File: config.mk
export PLATFORM = sky130hd
export DESIGN_NAME = io_sw_hex_ctrl
export DESIGN_NICKNAME = d
export VERILOG_FILES = /design/src/rtl/io_sw_hex_ctrl.sv
export SDC_FILE = /design/constraint.sdc
export NUM_CORES = 1
export LEC_CHECK = 0
export ABC_CLOCK_PERIOD_IN_PS = 10400
export BUFFER_PORTS_ARGS = -buffer_cell sky130_fd_sc_hd__buf_2
export CORE_MARGIN = 3
export CORE_UTILIZATION = 59
export DETAILED_ROUTE_END_ITERATION = 7
export HOLD_SLACK_MARGIN = 0.1
export PLACE_DENSITY_LB_ADDON = 0.15
export SETUP_SLACK_MARGIN = 0.3
export SYNTH_ARGS = -nofsm -noshare
export SYNTH_HDL_FRONTEND = slang
export SYNTH_SLANG_ARGS = --single-unit
File: constraint.sdc
create_clock -name i_clk -period 10.4 [get_ports i_clk]
set_input_delay 0.52 -clock i_clk [delete_from_list [all_inputs] [get_ports i_clk]]
set_output_delay 0.52 -clock i_clk [all_outputs]
set_load 0.01 [all_outputs]
File: src/rtl/io_sw_hex_ctrl.sv
`default_nettype none
// ============================================================================
//  Module      : io_sw_hex_ctrl
//  Description : Memory-mapped switch / seven-segment peripheral.
//                Switches are two-flop synchronised, debounced and their
//                debounced rising edges are latched as sticky W1C flags.
//                Digits are decoded from a CPU-written nibble register with
//                per-digit enable and blink masks.
//  Ports       : i_clk, i_rst      - clock, async active-high reset
//                i_sw              - raw switches (asynchronous)
//                i_wr_en/i_rd_en   - register write / read strobes
//                i_addr, i_wdata   - register index, write data
//                o_rdata           - registered read data
//                o_rd_valid        - read data valid (i_rd_en delayed 1)
//                o_hex             - active-low segments {g..a} per digit
//  Registers   : 0 SW_STATUS (RO), 1 HEX_DATA (RW), 2 HEX_CTRL (RW),
//                3 SW_EDGE (RO, write-1-to-clear)
//  Revision    : 1.0 - initial release
// ============================================================================
module io_sw_hex_ctrl #(
    parameter int N_SW       = 16,
    parameter int N_HEX      = 8,
    parameter int DEB_CYCLES = 4,
    parameter int BLINK_DIV  = 25000000
) (
    input  logic                 i_clk,
    input  logic                 i_rst,
    input  logic [N_SW-1:0]      i_sw,
    input  logic                 i_wr_en,
    input  logic                 i_rd_en,
    input  logic [1:0]           i_addr,
    input  logic [31:0]          i_wdata,
    output logic [31:0]          o_rdata,
    output logic                 o_rd_valid,
    output logic [7*N_HEX-1:0]   o_hex
);

    localparam int CNT_W = $clog2(DEB_CYCLES + 1);
    localparam int BLK_W = (BLINK_DIV > 1) ? $clog2(BLINK_DIV) : 1;

    localparam logic [CNT_W-1:0] DEB_MAX = CNT_W'(DEB_CYCLES - 1);
    localparam logic [BLK_W-1:0] BLK_MAX = BLK_W'(BLINK_DIV - 1);

    localparam logic [1:0] ADDR_SW_STATUS = 2'd0;
    localparam logic [1:0] ADDR_HEX_DATA  = 2'd1;
    localparam logic [1:0] ADDR_HEX_CTRL  = 2'd2;
    localparam logic [1:0] ADDR_SW_EDGE   = 2'd3;

    logic [N_SW-1:0]             sync1;
    logic [N_SW-1:0]             sync2;
    logic [N_SW-1:0]             deb;
    logic [N_SW-1:0][CNT_W-1:0]  deb_cnt;
    logic [N_SW-1:0]             edge_flags;
    logic [4*N_HEX-1:0]          hex_data;
    logic [N_HEX-1:0]            en_mask;
    logic [N_HEX-1:0]            blink_mask;
    logic [BLK_W-1:0]            blink_cnt;
    logic                        blink_phase;

    logic [N_SW-1:0]             differ;
    logic [N_SW-1:0]             flip;
    logic [N_SW-1:0]             rise;
    logic [N_SW-1:0]             edge_clr;
    logic [31:0]                 rd_mux;
    logic [7*N_HEX-1:0]          hex_next;

    function automatic logic [6:0] seg_decode(input logic [3:0] nib);
        case (nib)
            4'h0: seg_decode = 7'h40;
            4'h1: seg_decode = 7'h79;
            4'h2: seg_decode = 7'h24;
            4'h3: seg_decode = 7'h30;
            4'h4: seg_decode = 7'h19;
            4'h5: seg_decode = 7'h12;
            4'h6: seg_decode = 7'h02;
            4'h7: seg_decode = 7'h78;
            4'h8: seg_decode = 7'h00;
            4'h9: seg_decode = 7'h10;
            4'hA: seg_decode = 7'h08;
            4'hB: seg_decode = 7'h03;
            4'hC: seg_decode = 7'h46;
            4'hD: seg_decode = 7'h21;
            4'hE: seg_decode = 7'h06;
            default: seg_decode = 7'h0E;
        endcase
    endfunction

    // A switch flips only once its counter has seen DEB_CYCLES consecutive
    // differing cycles; a flip toward 1 is the rising edge that sets a flag.
    for (genvar i = 0; i < N_SW; i++) begin : g_deb
        assign differ[i] = sync2[i] ^ deb[i];
        assign flip[i]   = differ[i] && (deb_cnt[i] == DEB_MAX);
        assign rise[i]   = flip[i] && !deb[i];
    end

    assign edge_clr = (i_wr_en && (i_addr == ADDR_SW_EDGE)) ? i_wdata[N_SW-1:0] : '0;

    always_comb begin
        rd_mux = '0;
        case (i_addr)
            ADDR_SW_STATUS: rd_mux[N_SW-1:0] = deb;
            ADDR_HEX_DATA:  rd_mux[4*N_HEX-1:0] = hex_data;
            ADDR_HEX_CTRL: begin
                rd_mux[N_HEX-1:0]  = en_mask;
                rd_mux[8 +: N_HEX] = blink_mask;
            end
            default:        rd_mux[N_SW-1:0] = edge_flags;
        endcase
    end

    always_comb begin
        hex_next = '0;
        for (int k = 0; k < N_HEX; k++) begin
            if (!en_mask[k] || (blink_mask[k] && blink_phase)) begin
                hex_next[7*k +: 7] = 7'h7F;
            end else begin
                hex_next[7*k +: 7] = seg_decode(hex_data[4*k +: 4]);
            end
        end
    end

    always_ff @(posedge i_clk or posedge i_rst) begin
        if (i_rst) begin
            sync1       <= '0;
            sync2       <= '0;
            deb         <= '0;
            deb_cnt     <= '0;
            edge_flags  <= '0;
            hex_data    <= '0;
            en_mask     <= '1;
            blink_mask  <= '0;
            blink_cnt   <= '0;
            blink_phase <= 1'b0;
            o_rdata     <= '0;
            o_rd_valid  <= 1'b0;
            o_hex       <= '1;
        end else begin
            sync1 <= i_sw;
            sync2 <= sync1;
            deb   <= deb ^ flip;
            for (int i = 0; i < N_SW; i++) begin
                if (!differ[i] || flip[i]) begin
                    deb_cnt[i] <= '0;
                end else begin
                    deb_cnt[i] <= deb_cnt[i] + 1'b1;
                end
            end

            // Set takes priority over a simultaneous W1C on the same bit.
            edge_flags <= (edge_flags & ~edge_clr) | rise;

            if (i_wr_en && (i_addr == ADDR_HEX_DATA)) begin
                hex_data <= i_wdata[4*N_HEX-1:0];
            end
            if (i_wr_en && (i_addr == ADDR_HEX_CTRL)) begin
                en_mask    <= i_wdata[N_HEX-1:0];
                blink_mask <= i_wdata[8 +: N_HEX];
            end

            if (blink_cnt == BLK_MAX) begin
                blink_cnt   <= '0;
                blink_phase <= ~blink_phase;
            end else begin
                blink_cnt <= blink_cnt + 1'b1;
            end

            // Read mux sees pre-edge register values, so a same-cycle write
            // is not reflected in the returned data.
            o_rd_valid <= i_rd_en;
            if (i_rd_en) begin
                o_rdata <= rd_mux;
            end

            o_hex <= hex_next;
        end
    end

endmodule
`default_nettype wire

==> results.cfg, run 1 <==
[status]
outcome = completed

[sta]
min_period_ns = 2.44
hold_violations = 0
slew_violations = 0
fmax_ghz = 0.410
setup_viol = 0
skew_ns = 0.0201
setup_tns_ns = 0
post-route-period-util_pct = 23.4
rsz0062_at_grt = no
whs_ns = 0.202
worstMarginPinSlew_ns = 1.07
relSlewSlack_pct = 27.8

[worst_setup_path]
required_ns = 10.94
crit_buf_inv = 4
worstSetupPathType = in -> async
crit_path_cell_trace = buf_2, inv_8, buf_4, buf_4
cpMaxStageDelayCell = buf_4
slowest_delay_ns = 0.82
cp.depth = 4
reg2reg_from = blink_cnt[10]
cp_top_family = buffers and inverters
crit_path_end_kind = async pin
rrSetupSlack_ns = 8.23
startpoint = i_rst
cp_max_fo = 136
r2r_end = blink_phase
reg2regPathDepth = 4
crit_path_frequent_cell = buf_4
crit_end = blink_cnt[9]
start_kind = input port
crit_arrival_ns = 2.98

[pwr]
pwr_density_cell_mw_per_mm2 = 229
p_leak_nw = 6.64
power_mw = 3.30
vdd_ir_drop_max_mv = 0.163

[logic_synthesis]
synth-seq-area-share_pct = 56.0
synth_area_per_cell_um2 = 11.9
synth_async_sr_flop_share_pct = 100
synth-edff-count = 0
synth_top_area_share_pct = 42.5
synth_top_cell_by_area = dfrtp_1
syn_inst = 1049
synth-seq-cells = 275
synth_warnings = 0
synth_area_leaders = dfrtp_1, dfstp_2, ha_1, mux2_2, mux4_2
synthFlopType = dfrtp_1
synth_cell_types = 45
syn-num-nets = 1184
syn_area_mm2 = 0.0124

[floorplanning]
start_util_pct = 60.7
die-area_mm2 = 0.0229
die_y_um = 151
rows = 52
core_mm2 = 0.0205
ios = 143
die_w_um = 151

[detailed_routing]
antenna_left = 0
firstDrtPassIters = 7
drc = 0
via_per_inst = 5.56
wl_um = 25800
dr.first_iter.drc_count = 422
vias = 8325
post_drt_wl_per_cell_um = 17.2

[cts]
cts_resized = 0
cts_setup_buffers = 0
cts_tree = built
cts.clk_slew.worst_paths_ns = 0.05
cts.sinks = 275
cts_hold_buf = 16
cts_root_buf = clkbuf_16
insertion_delay_ns = 0.54
cts_made_buffers = 29
clockBufferDepth = 3
h-tree-depth = 1

[run]
drv_cap = 0

[global_route]
grt_antenna_before_repair = 1
grt.total_usage_pct = 23.2
grt_pass1_wl_um = 42400
globalRouteOverflowTotal = 0
grt_pass1_vias = 8271
grt_max_degree = 137

[placed_design]
gp_congestion = 0.860
dp_cells = 1429
dp_hpwl_um = 17600
io_buffers = 142

[cells_and_area]
nFillCells = 1488
syn2layout_area_growth_pct = 16.3
finalNonFillerCells = 1498
final_cell_mix = dfrtp_1, buf_2, inv_1
nNetsFinal = 1341
drive_above_1_share_pct = 27.4
antenna-diode-count = 0
final_common_cell = dfrtp_1

[min_path]
hold_path_class = in -> async
## worst min-delay path by stage
stage / slack [ns] / endpoint / start
2_1_floorplan: 0.33 / sync2[0] / sync1[0]
3_3_place_gp: 0.33 / sync2[1] / sync1[1]
3_5_place_dp: 0.33 / sync2[1] / sync1[1]
4_1_cts: 0.20 / hex_data[23] / i_wdata[23]
5_1_grt: 0.20 / hex_data[25] / i_wdata[25]
6_report: 0.20 / sync1[8] / i_rst
## power by group
| group | internal, mW | switching [mW] |
|---|---|---|
| clock network | 0.591 | 0.408 |
| registers | 1.37 | 0.187 |
| logic | 0.350 | 0.398 |
## stage by stage
step	util [%]	instance area, um2	setup WS [ns]
finish	70.6	14500	7.96
global route	70.6	14500	7.47
CTS	70.6	14500	7.80
floorplan	-	12400	2.41
detailed placement	65.3	13400	7.24
global placement	65.3	13400	7.28
## sequential cells by signal, summed over array words and instances, names as in the netlist, named ones only
register and flops:
blink_cnt 25, blink_mask 8, blink_phase 1, deb_cnt 48, edge_flags 16, en_mask 8, hex_data 32, o_hex 56
o_rd_valid 1, o_rdata 32, sync1 16, sync2 16
## final cells by class
| class | instances | area, um2 | area share, % |
|---|---|---|---|
| sequential | 275 | 6960 | 48.1 |
| multi-input combinational | 647 | 4990 | 34.5 |
| timing repair buffer | 161 | 893 | 6.18 |
| clock buffer | 43 | 818 | 5.66 |
| inverter | 92 | 353 | 2.44 |
| tap | 270 | 338 | 2.34 |
| clock inverter | 10 | 105 | 0.727 |
## kinds of logic (layout without fill, tap and decap cells)
family,count (synthesis),in the layout,share of synthesized area [%]
buffers and inverters,127,306,3.90
AO/OA/AOI/OAI,179,179,10.0
multiplexers,85,85,9.09
AND/OR/NAND/NOR,274,274,10.9
XOR/XNOR,28,28,1.97
adder cells (fa/ha/maj),81,81,8.15
flip-flops,275,275,56.0
## per-layer routing
layer,wire (um),global-route usage (%),vias to the layer above
met4,780,6.75,2
met3,1280,3.65,55
li1,-,-,3950
met5,13,0,-
met2,12300,37.3,199
met1,11400,33.2,4119
## worst reg2reg max path: stages, from the launching register on
cell	delay (ns)
dfrtp_1	0.46
nor4b_1	0.41
nand3_1	0.28
nor2_1	0.72
xor2_1	0.13
## Yosys cell counts, drive strengths merged, types with 2 or more instances
| library cell | n |
|---|---|
| a21boi | 30 |
| a21o | 6 |
| a21oi | 8 |
| a32o | 14 |
| and2 | 3 |
| and3 | 4 |
| and4 | 3 |
| buf | 7 |
| clkbuf | 28 |
| dfrtp | 211 |
| dfstp | 64 |
| ha | 81 |
| inv | 92 |
| mux2 | 64 |
| mux2i | 5 |
| mux4 | 16 |
| nand2 | 78 |
| nand2b | 38 |
| nand3 | 20 |
| nand3b | 10 |
| nand4 | 10 |
| nand4b | 2 |
| nor2 | 75 |
| nor2b | 19 |
| nor3 | 2 |
| nor4b | 2 |
| o211ai | 24 |
| o21ai | 61 |
| o311ai | 32 |
| o31ai | 2 |
| or3 | 2 |
| or4 | 3 |
| xnor2 | 8 |
| xor2 | 20 |
(Power assumes the default switching activity.)
==> inputs of run 2 (changes only) <==
- ABC_CLOCK_PERIOD_IN_PS: 10400 -> 2400
- clock period: 10.4 -> 2.4 ns (I/O delays scaled with it)
==> results.cfg, run 2 (same netlist as run 1, synthesis figures left out) <==
[cts]
h-tree-depth = 1
cts.sinks = 275
cts_tree = built
insertion_delay_ns = 0.53
clockBufferDepth = 3
cts_root_buf = clkbuf_16
cts.clk_slew.worst_paths_ns = 0.06
cts_made_buffers = 29

[placed_design]
gp_congestion = 0.877
placed_area_mm2 = 0.0135
dp_cells = 1445
dp_hpwl_um = 17300
io_buffers = 142

[sta]
setup_tns_ns = 0
setup_viol = 0
min_period_ns = 1.94
worstMarginPinSlew_ns = 0.756
relSlewSlack_pct = 49.2
skew_ns = 0.00662
fmax_ghz = 0.514
rsz0062_at_grt = no
hold_violations = 0
post-route-period-util_pct = 81.0
slew_violations = 0

[worst_setup_path]
cp_top_family = simple AND/OR/NAND/NOR gates
reg2reg_from = blink_cnt[0]
crit_buf_inv = 0
reg2regPathDepth = 5
crit_path_cell_trace = ha_2, nand3_1, or4_4, or4_1, a21oi_1
r2r_end = blink_cnt[24]
cpMaxStageDelayCell = or4_1
crit_path_end_kind = flip-flop
slowest_delay_ns = 0.47
required_ns = 2.86
rrSetupSlack_ns = 0.46
start_kind = flip-flop
cp_max_fo = 5
worstSetupPathType = reg -> reg
crit_arrival_ns = 2.40

[run]
drv_cap = 0

[pwr]
clkPwrFrac_pct = 32.4
p_leak_nw = 6.94
vdd_ir_drop_max_mv = 0.775
pwr-share-comb_pct = 22.4
switching_share_pct = 28.8
internal_power_mw = 10.6
pwr_density_cell_mw_per_mm2 = 985
p_seq_share_pct = 45.2
p_sw_mw = 4.28

[cells_and_area]
final_cell_mix = dfrtp_1, buf_2, inv_1
final_common_cell = dfrtp_1
syn2layout_area_growth_pct = 21.3
finalNonFillerCells = 1549
top_register = o_hex
ff_latch_area_mm2 = 0.00696
final_util_pct = 73.6
antenna-diode-count = 0
nNetsFinal = 1392
largestRegisters = o_hex: 56 flops, deb_cnt: 48 flops
multi_input_area_mm2 = 0.00499
nFillCells = 1352
largest_reg_flops = 56
final_cell_area_mm2 = 0.0151
drive_above_1_share_pct = 28.2

[min_path]
hold_path_class = in -> reg
hold_start = i_sw[8]
holdPathStages = 2
holdPathEnd = sync1[8]

[global_route]
grt_pass1_vias = 8719
grt.busiest_layer = met2
grt_util_met1_pct = 31.5
grt_pass1_wl_um = 43200
grt_antenna_before_repair = 0
grt.total_usage_pct = 23.5
grt_max_degree = 109
use_met2_pct = 39.7
globalRouteOverflowTotal = 0
gr-usage-met3_pct = 3.59

[detailed_routing]
firstDrtPassIters = 4
dr.first_iter.drc_count = 411
drc = 0
wl_um = 26000
post_drt_wl_per_cell_um = 16.8
via_per_inst = 5.47
antenna_left = 0
vias = 8471

[floorplanning]
start_util_pct = 60.7
die_w_um = 151
die-area_mm2 = 0.0229
core_mm2 = 0.0205
die_y_um = 151
rows = 52
ios = 143

[status]
outcome = completed
==> run 2: power groups by stage <==
stage	combinational (mW)	sequential (mW)	clock [mW]
4_1_cts	3.37	6.73	4.91
6_report	3.32	6.72	4.82
2_1_floorplan	2.17	6.72	0
3_3_place_gp	3.13	6.76	0
5_1_grt	3.81	6.88	5.14
3_5_place_dp	3.25	6.80	0
==> run 2: worst max-delay path by stage <==
| stage | from | endpoint | cells after the start |
|---|---|---|---|
| detailed placement | blink_cnt[0] | blink_cnt[24] | 5 |
| finish | blink_cnt[0] | blink_cnt[24] | 5 |
| global placement | blink_cnt[0] | blink_cnt[24] | 5 |
| floorplan | i_rst | async pin | 1 |
| global route | blink_cnt[0] | blink_cnt[24] | 5 |
| CTS | blink_cnt[0] | blink_cnt[24] | 5 |
==> run 2: worst reg2reg max path, delay by kind of cell (launching register included) <==
kind / cells / cell delay (ns)
flip-flops: 1 / 0.40
AND/OR/NAND/NOR: 3 / 1.07
adder cells (fa/ha/maj): 1 / 0.24
AO/OA/AOI/OAI: 1 / 0.15
==> run 2: final cells by class <==
| cell class | instances | area share [%] |
|---|---|---|
| Clock buffer | 40 | 5.55 |
| Clock inverter | 13 | 1.43 |
| Inverter | 92 | 2.31 |
| Multi-Input combinational cell | 647 | 33.1 |
| Sequential cell | 275 | 46.1 |
| Tap cell | 270 | 2.24 |
| Timing Repair Buffer | 212 | 9.27 |
==> run 2: stage by stage <==
step           total power [mW]  hold slack [ns]  setup slack (ns)
4_1_cts                    15.0            0.208             0.404
2_1_floorplan              8.89            0.151             -1.31
6_report                   14.9            0.227             0.456
3_3_place_gp               9.90            0.228             0.440
5_1_grt                    15.8            0.225             0.317
3_5_place_dp               10.0            0.230             0.410
==> run 2: routing by layer <==
metal / part of all wire [%] / wire length [um]
met4: 3.0 / 780
met2: 50 / 12900
met5: 0 / 0
met3: 4.4 / 1150
met1: 43 / 11200
==> run 2: timing repair <==
action,CTS,global route
resized for setup,0,1
endpoints found under the setup margin,0,1
hold buffers,50,0
endpoints found under the hold margin,302,0
buffers inserted,0,1
==> inputs of run 3 (changes only) <==
- ABC_CLOCK_PERIOD_IN_PS: 2400 -> 1800
- clock period: 2.4 -> 1.8 ns (I/O delays scaled with it)
==> results.cfg, run 3 (same netlist as run 1, synthesis figures left out) <==
[global_route]
gr-usage-met3_pct = 4.07
grt_pass1_wl_um = 42800
grt.busiest_layer = met2
use_met2_pct = 40.7
grt_antenna_before_repair = 1
grt_max_degree = 50
grt_util_met1_pct = 31.0
globalRouteOverflowTotal = 0
grt.total_usage_pct = 23.4
grt_pass1_vias = 8619

[sta]
post-route-period-util_pct = 97.6
setup_ws_ns = 0.0439
worstMarginPinSlew_ns = 0.541
skew_ns = 0.0126
relSlewSlack_pct = 63.9
hold_violations = 0
min_period_ns = 1.76
slew_violations = 0
rsz0062_at_grt = yes
fmax_ghz = 0.569
setup_viol = 0

[floorplanning]
die_w_um = 151
die_y_um = 151
die-area_mm2 = 0.0229
rows = 52
core_mm2 = 0.0205
start_util_pct = 60.7
ios = 143

[status]
outcome = completed

[cts]
clockBufferDepth = 3
h-tree-depth = 1
cts.sinks = 275
cts.clk_slew.worst_paths_ns = 0.06
cts_made_buffers = 28
insertion_delay_ns = 0.54
cts_tree = built
cts_root_buf = clkbuf_16

[pwr]
clkPwrFrac_pct = 29.4
switching_share_pct = 29.8
vdd_ir_drop_max_mv = 0.931
p_seq_share_pct = 46.7
power_mw = 19.1
pwr-share-comb_pct = 23.9
pwr_density_cell_mw_per_mm2 = 1240
p_sw_mw = 5.71
internal_power_mw = 13.4
p_leak_nw = 7.10

[worst_setup_path]
crit_path_frequent_cell = or4_4
slowest_delay_ns = 0.59
crit_path_end_kind = flip-flop
crit_end = blink_cnt[24]
crit_arrival_ns = 2.23
crit_path_cell_trace = nand4_1, or4_4, or4_4, a21oi_2
start_kind = flip-flop
worstSetupPathType = reg -> reg
reg2reg_from = blink_cnt[12]
rrSetupSlack_ns = 0.04
cpMaxStageDelayCell = or4_4
cp_max_fo = 3
r2r_end = blink_cnt[24]
startpoint = blink_cnt[12]
required_ns = 2.27
reg2regPathDepth = 4

[detailed_routing]
drc = 0
vias = 8790
via_per_inst = 5.54
antenna_left = 0
wl_um = 26900
dr.first_iter.drc_count = 418
post_drt_wl_per_cell_um = 16.9
firstDrtPassIters = 5

[placed_design]
placed_area_mm2 = 0.0138
dp_cells = 1470
gp_congestion = 0.881
io_buffers = 142
dp_hpwl_um = 18400
place_ws_ns = 0.0423

[run]
drv_cap = 0

[cells_and_area]
final_common_cell = dfrtp_1
finalNonFillerCells = 1586
final_cell_mix = dfrtp_1, buf_2, inv_1
drive_above_1_share_pct = 31.7
largestRegisters = o_hex: 56 flops, deb_cnt: 48 flops
final_cell_area_mm2 = 0.0154
syn2layout_area_growth_pct = 24.2
antenna-diode-count = 0
top_register = o_hex
nNetsFinal = 1429
largest_reg_flops = 56

[min_path]
hold_path_class = in -> reg
-- run 3: changes by cell type in the layout (fill, tap and decap cells not counted), moves of 7 or more --
cell,before,now
dfrtp_2,0,14
clkbuf_1,4,11
dfrtp_1,211,197
buf_4,17,44
o311ai_0,32,25
-- run 3: power groups by stage --
| stage | registers [mW] | clock network, mW | logic [mW] |
|---|---|---|---|
| after global placement | 8.98 | 0 | 4.28 |
| after detailed placement | 9.04 | 0 | 4.46 |
| final | 8.95 | 5.62 | 4.57 |
| after CTS | 8.94 | 5.74 | 4.59 |
| after floorplan | 8.95 | 0 | 2.90 |
| after global routing | 9.13 | 5.99 | 5.21 |
-- run 3: critical path: cells and delay by family, from the launching register on --
family | cells | cell delay, ns
compound gates | 1 | 0.14
flops | 1 | 0.38
simple gates | 3 | 1.17
-- run 3: worst min-delay path by stage --
stage | startpoint | to | cells past startpoint | slack, ns
final | i_wr_en | en_mask[4] | 4 | 0.16
after global routing | i_sw[2] | sync1[2] | 2 | 0.18
after CTS | i_wr_en | en_mask[2] | 4 | 0.14
after detailed placement | i_rst | hex_data[18] | 2 | 0.1
after global placement | i_rst | hex_data[18] | 2 | 0.1
after floorplan | i_rd_en | o_rd_valid | 0 | 0.12
-- run 3: area by class of cell --
| type | instances | area (um2) |
|---|---|---|
| timing repair buffer | 250 | 1780 |
| clock buffer | 46 | 838 |
| fill | 1359 | 5050 |
| inverter | 92 | 349 |
| sequential | 275 | 6980 |
| multi-input combinational | 647 | 5100 |
| clock inverter | 6 | 66.3 |
| tap | 270 | 338 |
-- run 3: timing repair --
| action | in CTS | in global routing |
|---|---|---|
| resized for setup | 14 | 31 |
| buffers inserted | 8 | 4 |
| gates cloned | 1 | 0 |
| hold buffers | 51 | 0 |
| pin swaps | 6 | 3 |
| endpoints found under the hold margin | 310 | 0 |
| setup endpoints to repair | 18 | 76 |
-- run 3: metal layers --
| metal | part of all wire [%] | up-vias | routed length, um |
|---|---|---|---|
| li1 | - | 4136 | - |
| met1 | 42 | 4344 | 11400 |
| met2 | 50 | 253 | 13400 |
| met3 | 5.6 | 55 | 1510 |
| met4 | 2.4 | 2 | 642 |
| met5 | 0.045 | - | 12 |
-- run 3: stage by stage --
stage          hold WS [ns]  utilization (%)  setup TNS (ns)
6_report              0.158             75.4               0
5_1_grt               0.181             75.4         -0.0152
4_1_cts               0.140             74.9               0
3_5_place_dp         0.0971             67.4               0
3_3_place_gp         0.0988             67.4               0
2_1_floorplan         0.121                -         -454.73
